--- config.mk ---
export PLATFORM = sky130hd
export DESIGN_NAME = life_frame_tx
export DESIGN_NICKNAME = d
export VERILOG_FILES = /design/src/rtl/life_frame_tx.sv
export SDC_FILE = /design/constraint.sdc
export NUM_CORES = 1
export LEC_CHECK = 0
export ABC_AREA = 1
export BUFFER_PORTS_ARGS = -buffer_cell sky130_fd_sc_hd__buf_2
export CAP_MARGIN = 20
export CORE_MARGIN = 8
export CORE_UTILIZATION = 61
export CTS_BUF_LIST = sky130_fd_sc_hd__clkbuf_8
export DETAILED_ROUTE_END_ITERATION = 12
export PLACE_DENSITY = 0.89
export SLEW_MARGIN = 20
export SYNTH_ARGS = -nofsm -noshare
export SYNTH_HDL_FRONTEND = slang
export SYNTH_SLANG_ARGS = --single-unit
--- constraint.sdc ---
create_clock -name clk -period 11.7 [get_ports clk]
set_input_delay 1.17 -clock clk [delete_from_list [all_inputs] [get_ports clk]]
set_output_delay 1.17 -clock clk [all_outputs]
set_load 0.05 [all_outputs]
--- src/rtl/life_frame_tx.sv ---
// Snapshots the life grid into a shadow register and streams it out one row per
// valid/ready beat, reporting the frame population and counting dropped snapshots.
module life_frame_tx #(
  parameter int X      = 8,
  parameter int Y      = 8,
  parameter int LOG2X  = 3,
  parameter int LOG2Y  = 3,
  parameter int DROP_W = 8
) (
  input  logic                   clk,
  input  logic                   rst_n,
  input  logic [X*Y-1:0]         data,
  input  logic                   snap,
  output logic                   out_valid,
  input  logic                   out_ready,
  output logic [X-1:0]           out_row,
  output logic [LOG2Y-1:0]       out_y,
  output logic                   out_sof,
  output logic                   out_eof,
  output logic                   busy,
  output logic                   frame_done,
  output logic [LOG2X+LOG2Y:0]   pop_cnt,
  output logic [DROP_W-1:0]      drop_cnt
);

  localparam int PW = LOG2X + LOG2Y + 1;

  typedef enum logic {IDLE, SEND} state_t;

  state_t          state, next_state;
  logic [X*Y-1:0]  shadow;
  logic [LOG2Y-1:0] ptr;
  logic [PW-1:0]   acc;
  logic [PW-1:0]   row_pop;
  logic            accept, last;
  logic            load, advance, finish, drop;

  function automatic logic [PW-1:0] popcount(input logic [X-1:0] v);
    logic [PW-1:0] c;
    c = '0;
    for (int i = 0; i < X; i++) c = c + PW'(v[i]);
    return c;
  endfunction

  assign out_row = shadow[ptr*X +: X];
  assign out_y   = ptr;
  assign row_pop = popcount(out_row);
  assign last    = (ptr == LOG2Y'(Y - 1));
  assign accept  = (state == SEND) && out_ready;
  assign out_sof = out_valid && (ptr == '0);
  assign out_eof = out_valid && last;
  assign busy    = out_valid;

  always_ff @(posedge clk or negedge rst_n) begin
    if (!rst_n) state <= IDLE;
    else        state <= next_state;
  end

  // A snap on the final-beat accept restarts immediately; any other snap in SEND is dropped.
  always_comb begin
    next_state = state;
    out_valid  = 1'b0;
    load       = 1'b0;
    advance    = 1'b0;
    finish     = 1'b0;
    drop       = 1'b0;
    case (state)
      IDLE: begin
        if (snap) begin
          load       = 1'b1;
          next_state = SEND;
        end
      end
      SEND: begin
        out_valid = 1'b1;
        if (accept && last) begin
          finish = 1'b1;
          if (snap) load = 1'b1;
          else      next_state = IDLE;
        end else begin
          advance = accept;
          drop    = snap;
        end
      end
      default: next_state = IDLE;
    endcase
  end

  always_ff @(posedge clk or negedge rst_n) begin
    if (!rst_n) begin
      shadow     <= '0;
      ptr        <= '0;
      acc        <= '0;
      pop_cnt    <= '0;
      drop_cnt   <= '0;
      frame_done <= 1'b0;
    end else begin
      frame_done <= finish;
      if (finish) pop_cnt <= acc + row_pop;
      if (load) begin
        shadow <= data;
        ptr    <= '0;
        acc    <= '0;
      end else if (advance) begin
        ptr <= ptr + 1'b1;
        acc <= acc + row_pop;
      end
      if (drop && (drop_cnt != '1)) drop_cnt <= drop_cnt + 1'b1;
    end
  end

endmodule
After elaboration in Yosys (flattened, before gate mapping) --
Cells that the tools add are included. Widths: inputs -> output; s select.
Cells by class: add/subtract/negate cells 10, $mul 0, div/mod/pow operators 0, $lt $le $gt $ge 0, equality and inequality tests 2, shift operators 1, multiplexer cells 16, bitwise gates (word level) 1, reductions and logical operators 7
Operators with widths (number):
- $shiftx 64x7->8 | 1
- $mux 7 | 2
- $mux 1 | 10
- $add 8x1->8 const B | 1
- $ne 8x8->1 const B | 1
- $add 6x1->7 | 1
- $add 7x1->7 | 1
- $add 7x7->7 | 1
- $add 5x1->6 | 1
- $mux 3 | 2
- $add 4x1->5 | 1
- $logic_and 1x1->1 | 5
- $add 3x1->4 | 1
- $pmux 1 s2 | 2
- $add 2x1->3 | 1
- $add 3x1->3 const B | 1
- $eq 3x3->1 const B | 1
- $logic_not 3->1 | 1
- $add 1x1->2 | 1
- $reduce_bool 2->1 | 1
- $not 1->1 | 1
Word-level totals: register bits 91, latch bits 0, memory bits (writable) 0, ROM bits 0, input bits 68, output and inout port bits 31, word-level logic and storage cells 44, memories kept 0

Logic depth before layout (Yosys ltp) --
Gate-level depths: netlist of the first run.
depth in word-level cells 11, gate-level depth with buffers 20, depth with buffers taken out 18

Worst setup path before layout of the first run --
No wires, ideal clock.
kind flip-flop to flip-flop, from register ptr[1], in the netlist out_y[1], to register pop_cnt[6], library setup time 118 ps, arrival time 4591 ps, path slack 6991 ps, stages on the path, launching flop included 19, path buffers 2, period minus slack after synthesis 4709 ps, path through dfrtp_1 > buf_4 > clkinv_1 > buf_2 > o21ai_0 > o22ai_1 > nand2_1 > nand2_1 > fa_1 > inv_1 > fa_1 > fa_1 > fa_1 > fa_1 > nand3b_1 > nand2_1 > nand3_1 > nand3_1 > nand2_1
On the way: longest elaborated chain between the ends 9
RTL lines:
- from (decl) | line 32 | logic [LOG2Y-1:0] ptr;
- from (signal assigned) | line 105 | ptr <= ptr + 1'b1;
- $shiftx 64x7->8 | line 45 | assign out_row = shadow[ptr*X +: X];
- via out_row[0] | line 16 | output logic [X-1:0] out_row,
- $add 1x1->2 | line 41 | for (int i = 0; i < X; i++) c = c + PW'(v[i]);
- $add 2x1->3 | line 41
- $add 3x1->4 | line 41
- $add 4x1->5 | line 41
- $add 5x1->6 | line 41
- $add 6x1->7 | line 41
- $add 7x1->7 | line 41
- $add 7x7->7 | line 99 | if (finish) pop_cnt <= acc + row_pop;
- to (signal assigned) | line 99
- to (decl) | line 22 | output logic [LOG2X+LOG2Y:0] pop_cnt,
The timed path passes the listed nets, and every way through them passes these cells. A chain may end at the register's enable or synchronous reset.

Final worst setup path of the first run --
from register ptr[1], in the netlist out_y[1], to register pop_cnt[6]
On the way: longest elaborated chain between the ends 9
RTL lines (line):
- $shiftx 64x7->8 | 45
- $add 1x1->2 | 41
- $add 2x1->3 | 41
- $add 3x1->4 | 41
- $add 4x1->5 | 41
- $add 5x1->6 | 41
- $add 6x1->7 | 41
- $add 7x1->7 | 41
- $add 7x7->7 | 99
Several ways; a longest one is shown, not always the timed one.

==> results of run 1 <==
## final cells by class
| cell class | instances | area [um^2] |
|---|---|---|
| timing repair buffer | 103 | 534 |
| multi-input combinational | 442 | 2080 |
| inverter | 34 | 128 |
| clock buffer | 10 | 138 |
| clock inverter | 6 | 65.1 |
| fill | 623 | 2210 |
| tap | 102 | 128 |
| sequential | 91 | 2280 |
## cell families (layout without fill, tap and decap cells)
group	Yosys count	after routing	synth area share, %
AO/OA/AOI/OAI	65	65	7.27
adder cells (fa/ha/maj)	15	15	4.83
buffers and inverters	69	153	6.62
flip-flops	91	91	48.8
XOR/XNOR	7	7	1.31
AND/OR/NAND/NOR	355	355	31.2
## path summary, 6_finish.rpt
kind                       slack (ps)          to
max                              6930  pop_cnt[6]
min                               480  pop_cnt[3]
max reg2reg                      6930  pop_cnt[6]
min reg2reg                       480  pop_cnt[3]
max in group asynchronous       10160  pop_cnt[0]
min in group asynchronous         580  pop_cnt[5]
## cells in the final DEF, fill, tap and decap left out, types with 2 or more instances in the layout
cell      Yosys  final
o21ai_1       4      4
nand3b_1      2      2
ha_1         10     10
o22ai_1      11     11
buf_4         7      5
nand2_2       0      2
nand2_1     219    217
dfrtp_1      91     91
buf_2        13     97
clkinv_2      0      2
clkinv_4      0      2
nand3_1      80     80
a21oi_1       4      4
fa_1          5      5
xnor2_1       4      4
xor2_1        3      3
inv_1        31     31
clkbuf_8      0     10
inv_2         2      2
o21ai_0      46     46
nor2_1       50     50
## worst register-to-register path, stage by stage (launching register included)
cell	delay, ps
dfrtp_1	720
clkinv_1	560
o21ai_0	210
o22ai_1	90
nand2_1	60
nand2_1	100
fa_1	540
inv_1	50
fa_1	490
fa_1	430
fa_1	430
fa_1	440
nand3b_1	200
nand2_1	120
nand3_1	100
nand3_1	100
nand2_1	60
## per-stage QoR
| stage | util, % | worst slack, ps | hold WS, ps | cells | area (um^2) |
|---|---|---|---|---|---|
| floorplan | - | 6990 | 437 | 602 | 4670 |
| finish | 70.8 | 6930 | 480 | 788 | 5350 |
| CTS | 70.7 | 6990 | 477 | 788 | 5350 |
| detailed placement | 68.0 | 6980 | 455 | 772 | 5150 |
| global placement | 68.0 | 7210 | 452 | 772 | 5150 |
| global route | 70.8 | 6660 | 505 | 788 | 5350 |
## metal layers
| metal | global-route usage (%) | wire [um] | up-vias |
|---|---|---|---|
| met5 | 0 | 0 | - |
| met4 | 7.23 | 226 | 0 |
| met3 | 5.22 | 932 | 17 |
| met2 | 36.3 | 5380 | 178 |
| met1 | 31.1 | 4890 | 1967 |
| li1 | - | - | 2088 |
## registers in the layout, summed over array words and instances, names as in the netlist
name,cells
acc,7
drop_cnt,8
frame_done,1
out_y,3
pop_cnt,7
shadow,64
state,1
==> flow_metrics.env, run 1 <==
export IMPL_die_area_mm2=0.0107
export IMPL_ys_seq_elements=91
export IMPL_cts_sinks=91
export IMPL_critPathLaunch="out_y[1]"
export IMPL_drcViolationCount=0
export IMPL_first_iter_violations=293
export IMPL_slew_violations=0
export IMPL_initial_core_util_pct=61.7
export IMPL_cp_required_ps=11960
export IMPL_startpoint_type="flip-flop"
export IMPL_path_max_fanout=19
export IMPL_setup_viol=0
export IMPL_path_common_cell="fa_1"
export IMPL_path_depth=16
export IMPL_cts_max_level=3
export IMPL_holdPathStages=2
export IMPL_ant_nets=0
export IMPL_grt_total_usage_pct=23.1
export IMPL_hp_class="flip-flop to flip-flop"
export IMPL_cts_tree="yes"
export IMPL_grt_pass1_wl_mm=19.3
export IMPL_post_cts_setup_buffers=0
export IMPL_synth_commonest_cells="nand2_1 (219), dfrtp_1 (91), nand3_1 (80)"
export IMPL_rsz0062_at_grt="no"
export IMPL_synth_warnings=0
export IMPL_std_cell_rows=32
export IMPL_syn2layout_area_growth_pct=14.7
export IMPL_end_kind="flip-flop"
export IMPL_diodes=0
export IMPL_cp_slowest_cell="dfrtp_1"
export IMPL_grt_overflow_total=0
export IMPL_synth_edf_count=0
export IMPL_layout_drive_gt1_share_pct=18.2
export IMPL_core_mm2=0.00757
export IMPL_cts_root_buf="clkbuf_8"
export IMPL_ys_seq_area_share_pct=48.8
export IMPL_port_buffers=98
export IMPL_cp_slowest_stage_delay_ps=720
export IMPL_fin_crit_ps=4770
export IMPL_synthArstFlopShare_pct=100
export IMPL_netlist_area_leader_share_pct=48.8
export IMPL_fmax_ghz=0.210
export IMPL_cts_hold_buffers=0
export IMPL_synthFlopType="dfrtp_1"
export IMPL_die_h_um=103
export IMPL_drt_wl_total_mm=11.4
export IMPL_fin_crit_sh_pct=40.8
export IMPL_routedWlPerCell_um=14.5
export IMPL_worstPathArrival_ps=5030
export IMPL_synth_most_common_cell="nand2_1"
export IMPL_insertion_delay_ps=360
export IMPL_syn_area_mm2=0.00467
export IMPL_ctsResizeCount=0
export IMPL_synth_area_top_cells="dfrtp_1 (49%), nand2_1 (18%), nand3_1 (8.6%)"
export IMPL_clk_path_buf_depth=2
export IMPL_r2r_start="out_y[1]"
export IMPL_clock_skew_final_ps=12.5
export IMPL_syn_nets=685
export IMPL_postSynthAreaPerCell_um2=7.75
export IMPL_via_count=4250
export IMPL_crit_family="adder cells"
export IMPL_grt_pass1_vias=4151
export IMPL_maxCapViolations=0
export IMPL_tns_ps=0
export IMPL_numCtsBuffers=9
export IMPL_first_pass_iters=5
export IMPL_vias_per_cell=5.39
export IMPL_worstHoldStart="pop_cnt[3]"
export IMPL_syn_instance_count=602
export IMPL_path_clk_slew_ps=90
export IMPL_path_cells="clkinv_1 > o21ai_0 > o22ai_1 > nand2_1 > nand2_1 > fa_1 > inv_1 > fa_1 > fa_1 > fa_1 > fa_1 > nand3b_1 > nand2_1 > nand3_1 > nand3_1 > nand2_1"
export IMPL_antenna_found_initial=0
export IMPL_worst_setup_path_type="flip-flop to flip-flop"
export IMPL_critPathBufInv=2
export IMPL_hold_viol=0
export IMPL_grt_start_max_net_pins=90
export IMPL_reg2reg_depth=16
export IMPL_final_nets=764
export IMPL_worstMarginPinSlew_ps=797
export IMPL_synth_cell_types=25
export IMPL_io_pins=99
export IMPL_gp_congestion=0.943
export IMPL_hpwl_mm=8.30
export IMPL_die_width_um=103
export IMPL_status="complete, no violations"
export IMPL_synth_largest_area_cell="dfrtp_1"
export IMPL_slew_headroom_pct=46.9
Power of run 1 is left out: the tool's default activity adds up to more than one toggle a clock period on the data nets, which glitch-free logic cannot reach.
==> run 2: changes to the inputs <==
Settings changed: CORE_UTILIZATION 61 to 51, PLACE_DENSITY 0.89 to 0.79.
Clock period 11.7 ns to 4 ns, I/O delays scaled along.
==> run 2 against run 1 <==
  * Routed wire length is 7.4% higher
  * Count of clock-buffer cells in the layout down 1
  * Maximum frequency is 22% higher
  * Clock skew is 5.3 ps lower
  * Worst hold slack got worse by 450 ps
  * Sequential share of layout area is 1.2 points lower
  * Non-clock buffer count up 13
  * Cell count increased by 2.8%
  * Setup slack lost 6800 ps
  * Via count rose by 0.16%
  * Sequential cell count unchanged
  * Largest cell class unchanged
==> flow_metrics.env, run 2 (synthesis results as in run 1) <==
export IMPL_status="complete, no violations"
export IMPL_ff_latch_area_mm2=0.00228
export IMPL_fill_cells=839
export IMPL_grt_pass1_wl_mm=20.8
export IMPL_via_count=4257
export IMPL_port_buffers=98
export IMPL_cts_sinks=91
export IMPL_rsz0062_at_grt="yes"
export IMPL_critPathLaunch="out_y[1]"
export IMPL_die_width_um=112
export IMPL_crit_path_end="acc[4]"
export IMPL_cts_tree="yes"
export IMPL_fmax_ghz=0.256
export IMPL_top_register="shadow"
export IMPL_gp_congestion=0.877
export IMPL_path_clk_slew_ps=90
export IMPL_r2r_end="acc[4]"
export IMPL_io_pins=99
export IMPL_insertion_delay_ps=360
export IMPL_numCtsBuffers=9
export IMPL_drcViolationCount=0
export IMPL_path_max_fanout=7
export IMPL_first_iter_violations=255
export IMPL_grt_overflow_total=0
export IMPL_tns_ps=0
export IMPL_ant_nets=0
export IMPL_clk_path_buf_depth=2
export IMPL_grt_pass1_vias=4369
export IMPL_path_cells="buf_4 > o21ai_2 > o22ai_1 > nand2_1 > nand2_4 > fa_1 > inv_1 > fa_1 > fa_1 > fa_2 > fa_2 > nand3b_1 > nand2_2 > nand2_1 > nand3_1 > o21ai_1"
export IMPL_syn2layout_area_growth_pct=18.2
export IMPL_diodes=0
export IMPL_r2r_start="out_y[1]"
export IMPL_critPathBufInv=2
export IMPL_final_nets=777
export IMPL_r2r_slack_ps=100
export IMPL_mostFrequentLayoutCells="nand2_1 (213), buf_2 (98), dfrtp_1 (88)"
export IMPL_die_h_um=112
export IMPL_hp_class="input pin to asynchronous set/reset pin"
export IMPL_cts_max_level=3
export IMPL_crit_family="adder cells"
export IMPL_vias_per_cell=5.26
export IMPL_drt_wl_total_mm=12.3
export IMPL_fin_hold_ws_ps=26.3
export IMPL_cp_slowest_stage_delay_ps=530
export IMPL_dp_worst_setup_slack_ps=47.6
export IMPL_reg_largest_list="shadow x64, drop_cnt x8"
export IMPL_final_util_pct=60.8
export IMPL_final_common_cell="nand2_1"
export IMPL_hold_viol=0
export IMPL_antenna_found_initial=0
export IMPL_setup_viol=0
export IMPL_cp_required_ps=4250
export IMPL_cp_slowest_cell="fa_1"
export IMPL_clock_skew_final_ps=7.25
export IMPL_largest_reg_flops=64
export IMPL_maxCapViolations=0
export IMPL_layout_drive_gt1_share_pct=21.5
export IMPL_grt_total_usage_pct=20.5
export IMPL_startpoint_type="flip-flop"
export IMPL_fin_crit_sh_pct=97.5
export IMPL_worstPathArrival_ps=4150
export IMPL_worst_setup_path_type="flip-flop to flip-flop"
export IMPL_grt_start_max_net_pins=65
export IMPL_hpwl_mm=9.27
export IMPL_end_kind="flip-flop"
export IMPL_path_common_cell="fa_1"
export IMPL_die_area_mm2=0.0125
export IMPL_cts_hold_buffers=0
export IMPL_first_pass_iters=5
export IMPL_worst_slack_ps=101
export IMPL_reg2reg_depth=16
export IMPL_multiInputGateArea_mm2=0.00213
export IMPL_std_cell_rows=35
export IMPL_cts_root_buf="clkbuf_8"
export IMPL_worstMarginPinSlew_ps=632
export IMPL_fin_crit_ps=3900
export IMPL_initial_core_util_pct=51.5
export IMPL_core_mm2=0.00906
export IMPL_slew_headroom_pct=57.8
export IMPL_path_depth=16
export IMPL_routedWlPerCell_um=15.2
export IMPL_slew_violations=0
run 2: cell types whose count changed in the layout (fill, tap and decap cells not counted), moves of 3 or more:
cell / delta
buf_4: +10
o21ai_0: -10
dfrtp_2: +3
o21ai_1: +8
dfrtp_1: -3
nand2_4: +3
nand2_1: -4
run 2: layout make-up:
class / instances / share of cell area, %
inverters: 34 / 2.50
well taps: 111 / 2.52
flip-flops and latches: 91 / 41.4
multi-input cells: 442 / 38.6
clock buffers: 9 / 2.25
clock inverters: 7 / 1.25
repair buffers: 116 / 11.5
run 2: routing by layer:
layer  vias up  track usage (%)  share of wire, %
met5         -                0                 0
met4         0             7.02               1.7
met1      1986             25.8                44
met2       145             34.2                48
li1       2110                -                 -
met3        16             4.11               6.1
run 2: worst min-delay path by stage:
stage,from,to,slack (ps)
6_report,rst_n,pop_cnt[5],30
5_1_grt,rst_n,pop_cnt[2],60
4_1_cts,rst_n,pop_cnt[2],30
3_5_place_dp,rst_n,pop_cnt[2],430
3_3_place_gp,rst_n,frame_done,420
2_1_floorplan,rst_n,acc[0],100
run 2: stage by stage:
step / instances / cell area [um^2]
6_report: 810 / 5510
5_1_grt: 810 / 5510
4_1_cts: 806 / 5460
3_5_place_dp: 790 / 5260
3_3_place_gp: 790 / 5260
2_1_floorplan: 602 / 4720
run 2: what timing repair did:
| item | CTS | global route |
|---|---|---|
| setup endpoints to repair | 0 | 4 |
| resized for setup | 0 | 17 |
| setup buffers | 0 | 3 |
Power of run 2 is left out for the same reason.
